`src/rtl/hilo_div_unit.sv`:
```
// hilo_div_unit
//
// Iterative radix-2 restoring divider that produces the HI/LO register write
// for DIV/DIVU. Operands are latched on a start pulse in IDLE, 32 iterations
// run in ON, and END drives a single-cycle write strobe carrying the remainder
// on hi_o and the quotient on lo_o.
//
// Ports:
//   clk         clock, rising edge
//   rst         asynchronous active-low reset
//   start_i     request a division (sampled only in IDLE)
//   signed_i    1 = DIV (two's complement), 0 = DIVU
//   annul_i     cancel a pending or in-flight operation
//   opdata1_i   dividend
//   opdata2_i   divisor
//   busy_o      high whenever the unit is not IDLE
//   hilo_we_o   one-cycle write strobe to HI/LO
//   hi_o        remainder, zero unless hilo_we_o
//   lo_o        quotient, zero unless hilo_we_o
//   div_zero_o  divisor was zero, qualified by hilo_we_o

module hilo_div_unit #(
    parameter int unsigned WIDTH = 32
) (
    input  logic             clk,
    input  logic             rst,
    input  logic             start_i,
    input  logic             signed_i,
    input  logic             annul_i,
    input  logic [WIDTH-1:0] opdata1_i,
    input  logic [WIDTH-1:0] opdata2_i,
    output logic             busy_o,
    output logic             hilo_we_o,
    output logic [WIDTH-1:0] hi_o,
    output logic [WIDTH-1:0] lo_o,
    output logic             div_zero_o
);

    localparam int unsigned CntW = $clog2(WIDTH) + 1;

    typedef enum logic [1:0] {
        StIdle,
        StOn,
        StEnd
    } state_e;

    state_e            state_q, state_d;
    // Holds the (absolute) dividend; quotient bits shift in from the right.
    logic [WIDTH-1:0]  dividend_q, dividend_d;
    logic [WIDTH-1:0]  divisor_q, divisor_d;
    logic [WIDTH-1:0]  rem_q, rem_d;
    logic [CntW-1:0]   cnt_q, cnt_d;
    logic              quot_neg_q, quot_neg_d;
    logic              rem_neg_q, rem_neg_d;
    logic              div_zero_q, div_zero_d;

    // Operand magnitudes for the signed case.
    logic              op1_neg, op2_neg;
    logic [WIDTH-1:0]  op1_abs, op2_abs;

    assign op1_neg = signed_i & opdata1_i[WIDTH-1];
    assign op2_neg = signed_i & opdata2_i[WIDTH-1];
    assign op1_abs = op1_neg ? (~opdata1_i + 1'b1) : opdata1_i;
    assign op2_abs = op2_neg ? (~opdata2_i + 1'b1) : opdata2_i;

    // One restoring step. The full remainder is shifted into a WIDTH+1 bit
    // value so divisors with the MSB set cannot lose the remainder's top bit.
    logic [WIDTH:0]    shifted;
    logic [WIDTH:0]    trial;
    logic              last_iter;

    assign shifted   = {rem_q, dividend_q[WIDTH-1]};
    assign trial     = shifted - {1'b0, divisor_q};
    assign last_iter = (cnt_q == CntW'(WIDTH - 1));

    always_ff @(posedge clk or negedge rst) begin
        if (!rst) begin
            state_q    <= StIdle;
            dividend_q <= '0;
            divisor_q  <= '0;
            rem_q      <= '0;
            cnt_q      <= '0;
            quot_neg_q <= 1'b0;
            rem_neg_q  <= 1'b0;
            div_zero_q <= 1'b0;
        end else begin
            state_q    <= state_d;
            dividend_q <= dividend_d;
            divisor_q  <= divisor_d;
            rem_q      <= rem_d;
            cnt_q      <= cnt_d;
            quot_neg_q <= quot_neg_d;
            rem_neg_q  <= rem_neg_d;
            div_zero_q <= div_zero_d;
        end
    end

    always_comb begin
        state_d    = state_q;
        dividend_d = dividend_q;
        divisor_d  = divisor_q;
        rem_d      = rem_q;
        cnt_d      = cnt_q;
        quot_neg_d = quot_neg_q;
        rem_neg_d  = rem_neg_q;
        div_zero_d = div_zero_q;

        busy_o     = (state_q != StIdle);
        hilo_we_o  = 1'b0;
        hi_o       = '0;
        lo_o       = '0;
        div_zero_o = 1'b0;

        case (state_q)
            StIdle: begin
                if (start_i && !annul_i) begin
                    cnt_d = '0;
                    if (opdata2_i == '0) begin
                        // Reuse the END output path: quotient all ones,
                        // remainder is the raw dividend, no sign fix-up.
                        dividend_d = '1;
                        divisor_d  = '0;
                        rem_d      = opdata1_i;
                        quot_neg_d = 1'b0;
                        rem_neg_d  = 1'b0;
                        div_zero_d = 1'b1;
                        state_d    = StEnd;
                    end else begin
                        dividend_d = op1_abs;
                        divisor_d  = op2_abs;
                        rem_d      = '0;
                        quot_neg_d = op1_neg ^ op2_neg;
                        rem_neg_d  = op1_neg;
                        div_zero_d = 1'b0;
                        state_d    = StOn;
                    end
                end
            end

            StOn: begin
                if (annul_i) begin
                    state_d = StIdle;
                end else begin
                    if (!trial[WIDTH]) begin
                        rem_d      = trial[WIDTH-1:0];
                        dividend_d = {dividend_q[WIDTH-2:0], 1'b1};
                    end else begin
                        rem_d      = shifted[WIDTH-1:0];
                        dividend_d = {dividend_q[WIDTH-2:0], 1'b0};
                    end
                    cnt_d = cnt_q + CntW'(1);
                    if (last_iter) begin
                        state_d = StEnd;
                    end
                end
            end

            StEnd: begin
                state_d = StIdle;
                // Annul in END kills the strobe in the same cycle.
                if (!annul_i) begin
                    hilo_we_o  = 1'b1;
                    lo_o       = quot_neg_q ? (~dividend_q + 1'b1) : dividend_q;
                    hi_o       = rem_neg_q ? (~rem_q + 1'b1) : rem_q;
                    div_zero_o = div_zero_q;
                end
            end

            default: begin
                state_d = StIdle;
            end
        endcase
    end

endmodule

```
`config.mk`:
```
export PLATFORM = sky130hd
export DESIGN_NAME = hilo_div_unit
export DESIGN_NICKNAME = d
export VERILOG_FILES = /design/src/rtl/hilo_div_unit.sv
export SDC_FILE = /design/constraint.sdc
export NUM_CORES = 1
export LEC_CHECK = 0
export BUFFER_PORTS_ARGS = -buffer_cell sky130_fd_sc_hd__buf_2
export CORE_ASPECT_RATIO = 1.4
export CORE_MARGIN = 5
export CORE_UTILIZATION = 53
export DETAILED_ROUTE_END_ITERATION = 7
export PLACE_DENSITY = 0.81
export SETUP_SLACK_MARGIN = 0.15
export SKIP_CTS_REPAIR_TIMING = 1
export SLEW_MARGIN = 20
export SYNTH_ARGS = -nofsm -noshare
export SYNTH_HDL_FRONTEND = slang
export SYNTH_SLANG_ARGS = --single-unit
export TNS_END_PERCENT = 1
```
`constraint.sdc`:
```
create_clock -name clk -period 3.1 [get_ports clk]
set_input_delay 0 -clock clk [delete_from_list [all_inputs] [get_ports clk]]
set_output_delay 0 -clock clk [all_outputs]
set_load 0.05 [all_outputs]
```
==> metrics.csv, run 1 <==
stage,metric,value,unit
finish,fin_util,0.686,
cts,cts_tree,built,
yosys,synthCells,1257,
yosys,ys_top_cells_by_count,"nor2_1, nand2_1, o21ai_0",
sta,fin_hold_ws,-26.1,ps
critical_path,cp_num_cells,9,
yosys,synth_ff_type,dfrtp_1,
floorplan,start_util,0.542,
hold_path,hold_class,in -> reg,
yosys,synth-async-reset-ratio,1.00,
finish,drive_above_1_share,0.236,
place,place.gp.congestion,0.996,
sta,fmax,296,MHz
yosys,synthTopCellsByArea,"dfrtp_1, xor2_1, nor2_1",
critical_path,max_stage_delay,530,ps
power_and_ir_drop,clkPwrFrac,0.106,
power_and_ir_drop,p_comb_frac,0.681,
run,drv_cap,0,
critical_path,worst-path-buf-inv,1,
detailed_routing,routedWlPerCell,16.6,µm
sta,post-route-period-util,1.09,
cts,insertion_delay,350,ps
power_and_ir_drop,p_int,6.07,mW
place,portBuffers,135,
yosys,yosysMostFrequentCell,nor2_1,
yosys,synth_area,9460,µm²
critical_path,cpMostUsedCell,or4_4,
floorplan,fp.dieW,123,µm
yosys,synth_nets,1364,
yosys,synth_seq_area_share,0.283,
global_route,grt_pass1_vias,9155,
cts,clockBufferDepth,2,
yosys,yosysWarnings,0,
critical_path,cp_top_family,simple AND/OR/NAND/NOR gates,
power_and_ir_drop,seqPwrFrac,0.212,
detailed_routing,drt_first_pass_iters,5,
cts,htreeDepth,3,
floorplan,ios,136,
power_and_ir_drop,p_leak,5.15,nW
cts,clk_root_buffer_cell,clkbuf_16,
global_route,grt_pass1_wl,44900,µm
sta,min_period,3380,ps
sta,worst_clock_skew,10.1,ps
floorplan,die-area,20700,µm²
cts,cts.sinks,107,
detailed_routing,vias,9870,
sta,finalHoldViolCount,15,
critical_path,critPathCaptureType,output pin,
cts,cts_buffers,9,
critical_path,crit_arrival,3380,ps
yosys,synth_edf_count,0,
critical_path,crit_fanout,4,
power_and_ir_drop,power.density,956,nW/µm²
sta,setup_viol,20,
power_and_ir_drop,switching_share,0.470,
global_route,grt_usage,0.266,
global_route,antenna_found_initial,1,
critical_path,crit_path_start_kind,flip-flop,
floorplan,die_h,168,µm
place,dp_hpwl,21500,µm
detailed_routing,detail-route-antenna-nets,0,
sta,worst_pin_slew,1260,ps
critical_path,path_cells,or4_4 > or4_4 > or2_4 > or4_4 > or3_4 > o21ai_2 > xor2_1 > nor2_2 > buf_6,
global_route,grt_max_degree,72,
critical_path,crit_required,3100,ps
sta,fin_tns_setup,-2790,ps
yosys,synth_top_area_share,0.283,
place,place_inst,1667,
yosys,syn_avg_cell_area,7.53,µm²
detailed_routing,wl,28300,µm
sta,rsz0062_at_grt,true,
power_and_ir_drop,switching_power,5.39,mW
detailed_routing,drc,0,
cts,path_clk_slew,80,ps
place,place_ws,-95.1,ps
sta,setup_ws,-279,ps
yosys,yosys.area.top_type,dfrtp_1,
yosys,synth_cell_types,66,
global_route,grt.overflow.total,0,
detailed_routing,vias_per_cell,5.78,
finish,layout.cells.non_filler,1708,
power_and_ir_drop,ir_drop,494,µV
hold_path,holdPathStages,3,
critical_path,critPathKind,reg -> out,
finish,syn_to_final_growth,26.7,%
status,status,"complete, but fails checks",
finish,final_nets,1573,
floorplan,rows,57,
sta,slew_viol_final,0,
sta,slew_headroom,0.159,
detailed_routing,drtIter0Drc,673,
yosys,synth_seq_cells,107,
status,violations,"negative hold slack, negative setup slack",
critical_path,slowest_stage,or4_4,
critical_path,reg2reg_depth,14,
floorplan,core_area,17500,µm²
## cells by family after synthesis
group | after synthesis | share of synthesized area
mux | 17 | 0.0193
fa+ha+maj | 38 | 0.0510
simple gates | 455 | 0.222
xor+xnor | 144 | 0.133
buf+inv | 123 | 0.0506
compound gates | 373 | 0.241
flops | 107 | 0.283
## sequential cells by signal, indices dropped and copies added (netlist names)
signal      flops
dividend_q     32
divisor_q      32
rem_q          32
cnt_q           6
state_q         2
div_zero_q      1
quot_neg_q      1
rem_neg_q       1
## path summary, 6_finish.rpt
check | startpoint | slack (ps) | endpoint
setup / recovery | dividend_q[6]$_DFFE_PN0P_ | -280 | lo_o[30]
hold / removal | opdata2_i[12] | -30 | divisor_q[12]$_DFFE_PN0P_
setup reg to reg | dividend_q[31]$_DFFE_PN0P_ | 100 | rem_q[11]$_DFFE_PN0P_
hold reg to reg | divisor_q[23]$_DFFE_PN0P_ | 480 | divisor_q[23]$_DFFE_PN0P_
max in group asynchronous | rst | 2000 | rem_q[10]$_DFFE_PN0P_
min in group asynchronous | rst | 340 | divisor_q[4]$_DFFE_PN0P_
## final cells by class
cell class	instances	area [µm²]
inverter	55	206
clock inverter	7	83.8
sequential	107	2680
timing repair buffer	266	1870
fill	1423	5490
tap	236	295
clock buffer	9	225
antenna	1	2.50
multi-input combinational	1027	6620
## per-layer routing
layer  part of all wire  GRT usage  vias to the layer above  wire length, µm
li1                   -          -                     4880                -
met1               0.42      0.356                     4582            12000
met2               0.49      0.452                      359            14000
met3              0.056     0.0255                       49             1590
met4              0.026     0.0804                        0              743
met5                  0          0                        -                0
## power groups by stage
stage          Combinational, mW  Clock, mW  Sequential (mW)
3_5_place_dp                7.25          0             2.40
2_1_floorplan               4.73          0             2.39
4_1_cts                     7.29       1.23             2.38
5_1_grt                     8.58       1.28             2.49
3_3_place_gp                7.13          0             2.39
6_report                    7.81       1.22             2.44
## layout by cell type, fill, tap and decap left out, drive strengths merged, types with 15 or more instances in the layout
master	netlist	layout
clkbuf	57	15
a31oi	31	31
nand2	143	143
dfrtp	107	107
o22ai	21	21
nor2	157	157
xor2	92	92
xnor2	52	52
o21ai	118	118
or3	32	32
o41ai	16	16
buf	11	236
nor3	29	29
a21oi	96	96
inv	55	59
dlygate4sd3	0	24
o31ai	32	32
ha	37	37
## worst min-delay path, cell delays in order
cell and delay (ps):
buf_2 100, xor2_1 60, o21ai_0 120
## metrics by stage
| step | area (µm²) | power (mW) |
|---|---|---|
| 5_1_grt | 12000 | 12.4 |
| 6_report | 12000 | 11.5 |
| 3_5_place_dp | 11100 | 9.66 |
| 4_1_cts | 11400 | 10.9 |
| 2_1_floorplan | 9490 | 7.11 |
| 3_3_place_gp | 11100 | 9.52 |
Power figures use the tool's default switching activity.
==> run 2, diff against run 1 <==
- BUFFER_PORTS_ARGS: -buffer_cell sky130_fd_sc_hd__buf_2 -> -buffer_cell sky130_fd_sc_hd__clkbuf_2
- TNS_END_PERCENT: 1 -> default
==> run 2 against run 1 <==
The run still ends with negative hold slack, negative setup slack left. First-iteration DRC count up 60%. Maximum frequency down 4.0%. Final cell count fell by 0.41%. Critical path depth stayed put. Register-to-register slack got worse by 310 ps. Combinational power up 18%. Worst setup slack got worse by 140 ps. Design area grew 4.3%. Clock-buffer cell count grew 1. Clock power is essentially flat. Largest power group unchanged.
==> metrics.csv, run 2 (synthesized netlist as in run 1, its figures left out) <==
stage,metric,value,unit,change
finish,drive_above_1_share,0.279,,+0.0433
global_route,grt_busiest_layer,met2,,
finish,nFillCells,1312,,-7.8%
power_and_ir_drop,seqPwrFrac,0.191,,-0.021
cts,cts_buffers,9,,unchanged
sta,fin_hold_ws,-37.6,ps,-11.5 ps
critical_path,crit_path_start_kind,flip-flop,,
global_route,met1_usage,0.347,,-0.00870
floorplan,fp.dieW,123,µm,unchanged
finish,fin_util,0.716,,+0.0298
power_and_ir_drop,switching_power,6.14,mW,+14%
global_route,grt_pass1_vias,9509,,+3.9%
finish,final_cell_mix,"nor2_1, nand2_1, clkbuf_2",,
detailed_routing,drtIter0Drc,1078,,+60%
critical_path,critPathKind,reg -> out,,
place,place.gp.congestion,1.03,,+3.3%
cts,cts_tree,built,,
sta,setup_ws,-421,ps,-142 ps
critical_path,critPathCaptureType,output pin,,
power_and_ir_drop,p_comb_frac,0.714,,+0.033
status,status,"complete, but fails checks",,
finish,multi_input_area,7100,µm²,+7.2%
critical_path,crit_arrival,3520,ps,+140 ps
sta,rsz0062_at_grt,true,,
place,place_area,11100,µm²,about the same
power_and_ir_drop,ir_drop,531,µV,+7.4%
cts,htreeDepth,3,,unchanged
detailed_routing,drc,0,,unchanged
floorplan,ios,136,,unchanged
floorplan,core_area,17500,µm²,unchanged
finish,syn_to_final_growth,32.2,%,
sta,setup_viol,38,,+90%
power_and_ir_drop,p_int,6.79,mW,+12%
power_and_ir_drop,clkPwrFrac,0.096,,-0.010
run,drv_cap,0,,unchanged
cts,insertion_delay,360,ps,about the same
sta,finalHoldViolCount,19,,+4
sta,min_period,3520,ps,+142 ps
sta,worst_clock_skew,10.6,ps,+0.476 ps
finish,final_area,12500,µm²,+4.3%
sta,fmax,284,MHz,-4.0%
global_route,antenna_found_initial,0,,-1
sta,slew_viol_final,0,,unchanged
place,portBuffers,135,,unchanged
cts,clk_root_buffer_cell,clkbuf_16,,
sta,worst_pin_slew,871,ps,-391 ps
detailed_routing,routedWlPerCell,19.4,µm,+17%
power_and_ir_drop,p_leak,5.25,nW,+1.9%
sta,post-route-period-util,1.14,,+0.0457
global_route,grt.overflow.total,0,,unchanged
cts,path_clk_slew,70,ps,about the same
detailed_routing,detail-route-antenna-nets,0,,unchanged
power_and_ir_drop,switching_share,0.475,,+0.00444
detailed_routing,wl,33100,µm,+17%
global_route,grt_usage,0.288,,+0.0223
global_route,grtUsageMet3,0.0446,,+0.0191
critical_path,cpMostUsedCell,or3_4,,
power_and_ir_drop,power.density,1030,nW/µm²,+8.1%
critical_path,cp_top_family,simple AND/OR/NAND/NOR gates,,
hold_path,hold_class,in -> reg,,
critical_path,worst-path-buf-inv,1,,unchanged
global_route,grt_use_met2,0.479,,+0.0279
status,violations,"negative hold slack, negative setup slack",,
finish,reg_top3,"dividend_q (32), divisor_q (32), rem_q (32)",,
critical_path,slowest_stage,or4_4,,
floorplan,die_h,168,µm,unchanged
finish,final_nets,1567,,-0.38%
place,dp_hpwl,23600,µm,+10%
power_and_ir_drop,total_power,12.9,mW,+13%
finish,regArea,2680,µm²,about the same
detailed_routing,drt_first_pass_iters,6,,+1
global_route,grt_pass1_wl,47500,µm,+5.7%
floorplan,start_util,0.542,,unchanged
cts,cts.sinks,107,,unchanged
floorplan,rows,57,,unchanged
floorplan,die-area,20700,µm²,unchanged
finish,n_antenna_cell,0,,-1
global_route,grt_max_degree,72,,unchanged
critical_path,path_cells,or3_4 > or4_4 > or3_4 > or3_4 > or3_4 > o41ai_2 > xor2_1 > nor2_4 > buf_4,,
finish,final_common_cell,nor2_1,,
critical_path,crit_fanout,3,,-1
sta,slew_headroom,0.413,,+0.255
critical_path,max_stage_delay,440,ps,-90 ps
detailed_routing,vias,10500,,+6.5%
detailed_routing,vias_per_cell,6.18,,+6.9%
critical_path,crit_required,3100,ps,about the same
cts,clockBufferDepth,2,,unchanged
[run 2: cell types whose count changed in the layout (fill, tap and decap cells not counted), moves of 10 or more]
cell,change
buf_2,-112
buf_6,+17
clkbuf_2,+108
dlygate4sd3_1,-10
mux2_2,-10
mux2_4,+10
nor2_1,-11
o21ai_0,-12
[run 2: per-layer routing]
| layer | vias up | wire (µm) |
|---|---|---|
| li1 | 4878 | - |
| met1 | 4861 | 12000 |
| met2 | 609 | 15900 |
| met3 | 160 | 2780 |
| met4 | 0 | 2390 |
| met5 | - | 0 |
[run 2: area by class of cell]
cell class	count	area share
Timing Repair Buffer	260	0.154
Clock inverter	6	0.00560
Multi-Input combinational cell	1027	0.567
Clock buffer	10	0.0191
Sequential cell	107	0.214
Tap cell	236	0.0236
Inverter	55	0.0165
[run 2: metrics by stage]
step	instances	worst slack [ps]	TNS [ps]	hold WS, ps
2_1_floorplan	1257	84.1	0	-296
3_3_place_gp	1656	-41.0	-83.8	108
4_1_cts	1672	-476	-6280	-269
3_5_place_dp	1656	-78.1	-355	110
5_1_grt	1701	-502	-8680	6.20
6_report	1701	-421	-5440	-37.6
[run 2: power by group through the flow]
stage / clock network [mW] / registers (mW) / logic (mW)
2_1_floorplan: 0 / 2.39 / 4.83
3_3_place_gp: 0 / 2.38 / 6.95
3_5_place_dp: 0 / 2.40 / 7.09
4_1_cts: 1.24 / 2.38 / 7.16
5_1_grt: 1.29 / 2.53 / 9.82
6_report: 1.24 / 2.47 / 9.23
[run 2: worst paths after layout]
check / startpoint / end / slack [ps] / depth (start not counted)
max: rem_q[9]$_DFFE_PN0P_ / hi_o[29] / -420 / 9
min in group asynchronous: rst / divisor_q[28]$_DFFE_PN0P_ / 260 / 2
max in group asynchronous: rst / rem_q[10]$_DFFE_PN0P_ / 2060 / 3
min: opdata2_i[11] / divisor_q[11]$_DFFE_PN0P_ / -40 / 3
max reg2reg: rem_q[12]$_DFFE_PN0P_ / rem_q[20]$_DFFE_PN0P_ / -210 / 12
min reg2reg: divisor_q[13]$_DFFE_PN0P_ / divisor_q[13]$_DFFE_PN0P_ / 480 / 2
[run 2: worst min-delay path, cell delays in order]
cell      delay, ps
clkbuf_2         90
xor2_1           60
o21ai_0         130
==> run 3, diff against run 2 <==
- ABC_AREA: default -> 1
- CORE_UTILIZATION: 53 -> 55
- PLACE_DENSITY: 0.81 -> 0.82
==> run 3 against run 2 <==
The run ends with negative hold slack left. Worst setup slack improved by 700 ps. Largest power group unchanged. Power fell by 15%. Worst hold slack improved by 20 ps.
==> metrics.csv, run 3 <==
stage,metric,value,unit,change
place,portBuffers,135,,unchanged
yosys,synth_top_family_by_area,simple AND/OR/NAND/NOR gates,,
finish,final_common_cell,nand2_1,,
yosys,syn_avg_cell_area,5.88,µm²,-22%
detailed_routing,vias,13100,,+25%
floorplan,fp.dieW,131,µm,+6.7%
critical_path,crit_required,3100,ps,about the same
finish,drive_above_1_share,0.115,,-0.165
power_and_ir_drop,p_leak,6.78,nW,+29%
yosys,synth_cell_types,48,,-27%
critical_path,crit_fanout,6,,+3
global_route,grt.overflow.total,0,,unchanged
sta,worst_clock_skew,12.7,ps,+2.09 ps
global_route,grt_pass1_vias,12500,,+31%
finish,final_cell_mix,"nand2_1, inv_1, nor2_1",,
sta,setup_viol,0,,-100%
power_and_ir_drop,power.density,871,nW/µm²,-16%
cts,clockBufferDepth,2,,unchanged
cts,htreeDepth,3,,unchanged
sta,min_period,2820,ps,-702 ps
floorplan,ios,136,,unchanged
detailed_routing,wl,42300,µm,+28%
cts,cts_tree,built,,
yosys,yosysWarnings,0,,unchanged
sta,post-route-period-util,0.909,,-0.227
global_route,grt_max_degree,57,,-21%
global_route,antenna_found_initial,0,,unchanged
yosys,yosys.area.top_type,dfrtp_1,,
yosys,synth_nets,2030,,+49%
yosys,synthAdderAreaFrac,0.0427,,-0.00829
detailed_routing,vias_per_cell,5.72,,-7.5%
detailed_routing,drc,0,,unchanged
place,place.gp.congestion,0.997,,-3.1%
yosys,synth_top_area_share,0.237,,-0.0460
yosys,yosysMostFrequentCell,nand2_1,,
detailed_routing,drtIter0Drc,964,,-11%
cts,cts_buffers,9,,unchanged
critical_path,crit_path_start_kind,flip-flop,,
global_route,grt_pass1_wl,65300,µm,+38%
yosys,synth-async-reset-ratio,1.00,,unchanged
power_and_ir_drop,ir_drop,399,µV,-25%
floorplan,core_area,20400,µm²,+17%
finish,syn_to_final_growth,11.7,%,
yosys,synth_simple_gate_area_frac,0.363,,+0.141
floorplan,die_h,180,µm,+6.8%
run,drv_cap,0,,unchanged
floorplan,start_util,0.554,,+0.0122
yosys,ys_top_cells_by_count,"nand2_1, inv_1, nor2_1",,
yosys,synth_compound_area_frac,0.175,,-0.0654
yosys,synth_ff_type,dfrtp_1,,
sta,fin_hold_ws,-17.9,ps,+19.7 ps
critical_path,crit_arrival,2820,ps,-700 ps
floorplan,rows,62,,+8.8%
yosys,synthCells,1923,,+53%
yosys,synth_seq_cells,107,,unchanged
yosys,synth-xor-area-share,0.0481,,-0.0852
critical_path,critPathCaptureType,output pin,,
finish,n_antenna_cell,0,,unchanged
sta,worst_pin_slew,764,ps,-107 ps
cts,clk_root_buffer_cell,clkbuf_16,,
yosys,synthTopCellsByArea,"dfrtp_1, nand2_1, inv_1",,
sta,slew_viol_final,0,,unchanged
sta,rsz0062_at_grt,true,,
critical_path,critPathKind,reg -> out,,
cts,path_clk_slew,70,ps,about the same
yosys,synth_seq_area_share,0.237,,-0.0460
sta,finalHoldViolCount,4,,-15
detailed_routing,routedWlPerCell,18.4,µm,-5.4%
yosys,yosys-mux-area-fraction,0,,-0.0193
status,status,"complete, but fails checks",,
hold_path,hold_class,in -> reg,,
place,dp_hpwl,34000,µm,+44%
cts,cts.sinks,107,,unchanged
finish,reg_top3,"dividend_q (32), divisor_q (32), rem_q (32)",,
status,violations,negative hold slack,,
floorplan,die-area,23500,µm²,+14%
yosys,synth_area,11300,µm²,+19%
sta,slew_headroom,0.486,,+0.0722
detailed_routing,drt_first_pass_iters,6,,unchanged
sta,fin_tns_setup,0,ps,+5440 ps
global_route,grt_usage,0.344,,+0.0560
finish,final_nets,2145,,+37%
detailed_routing,detail-route-antenna-nets,0,,unchanged
yosys,synth_edf_count,0,,unchanged
sta,fmax,355,MHz,+25%
cts,insertion_delay,370,ps,about the same
-- run 3: final cells by class --
cell class	instances	area [µm²]
clock buffers	11	233
repair buffers	166	958
clock inverters	5	46.3
well taps	256	320
flip-flops and latches	107	2680
inverters	326	1220
fillers	2078	7780
multi-input cells	1428	7160
-- run 3: worst max-delay path, cell delays in order, from the launching register on --
cell and delay, ps:
dfrtp_1 420, inv_1 190, nand3_1 120, nor2_1 230, nand3_1 230, nor3_4 270, nand3_1 170, o21ai_2 300
a21oi_1 100, nor2_1 120, clkbuf_2 290
-- run 3: metal layers --
| layer | GRT usage | vias up | wire (µm) |
|---|---|---|---|
| met2 | 0.591 | 629 | 20500 |
| met4 | 0.245 | 0 | 3400 |
| met3 | 0.0481 | 149 | 2990 |
| met1 | 0.388 | 5975 | 15400 |
| met5 | 0 | - | 0 |
| li1 | - | 6387 | - |
-- run 3: final timing paths --
kind,start,to,slack [ps],cells after the start
max in group asynchronous,rst,divisor_q[21]$_DFFE_PN0P_,2050,3
min reg2reg,divisor_q[6]$_DFFE_PN0P_,divisor_q[6]$_DFFE_PN0P_,490,2
min,opdata2_i[29],divisor_q[29]$_DFFE_PN0P_,-20,3
min in group asynchronous,rst,dividend_q[24]$_DFFE_PN0P_,220,2
max,rem_q[0]$_DFFE_PN0P_,hi_o[31],280,10
max reg2reg,dividend_q[31]$_DFFE_PN0P_,rem_q[10]$_DFFE_PN0P_,380,18
-- run 3: through the flow --
stage	instances	cell area [µm²]	setup WS (ps)	utilization	total power, mW
after global routing	2299	12600	88.2	0.619	11.9
after floorplan	1923	11300	678	-	7.60
after CTS	2293	12500	84.9	0.613	10.8
final	2299	12600	281	0.619	11.0
after detailed placement	2277	12200	414	0.600	9.60
after global placement	2277	12200	475	0.600	9.54
-- run 3: cells by family after synthesis --
| kind of cell | Yosys count |
|---|---|
| AND/OR/NAND/NOR | 966 |
| XOR/XNOR | 62 |
| adder cells (fa/ha/maj) | 38 |
| buffers and inverters | 388 |
| AO/OA/AOI/OAI | 362 |
| flip-flops | 107 |
-- run 3: power by group --
group	switching, mW	leakage, nW	internal (mW)
registers	0.603	1.31	1.87
clock network	0.591	0.130	0.561
logic	5.08	5.33	2.29
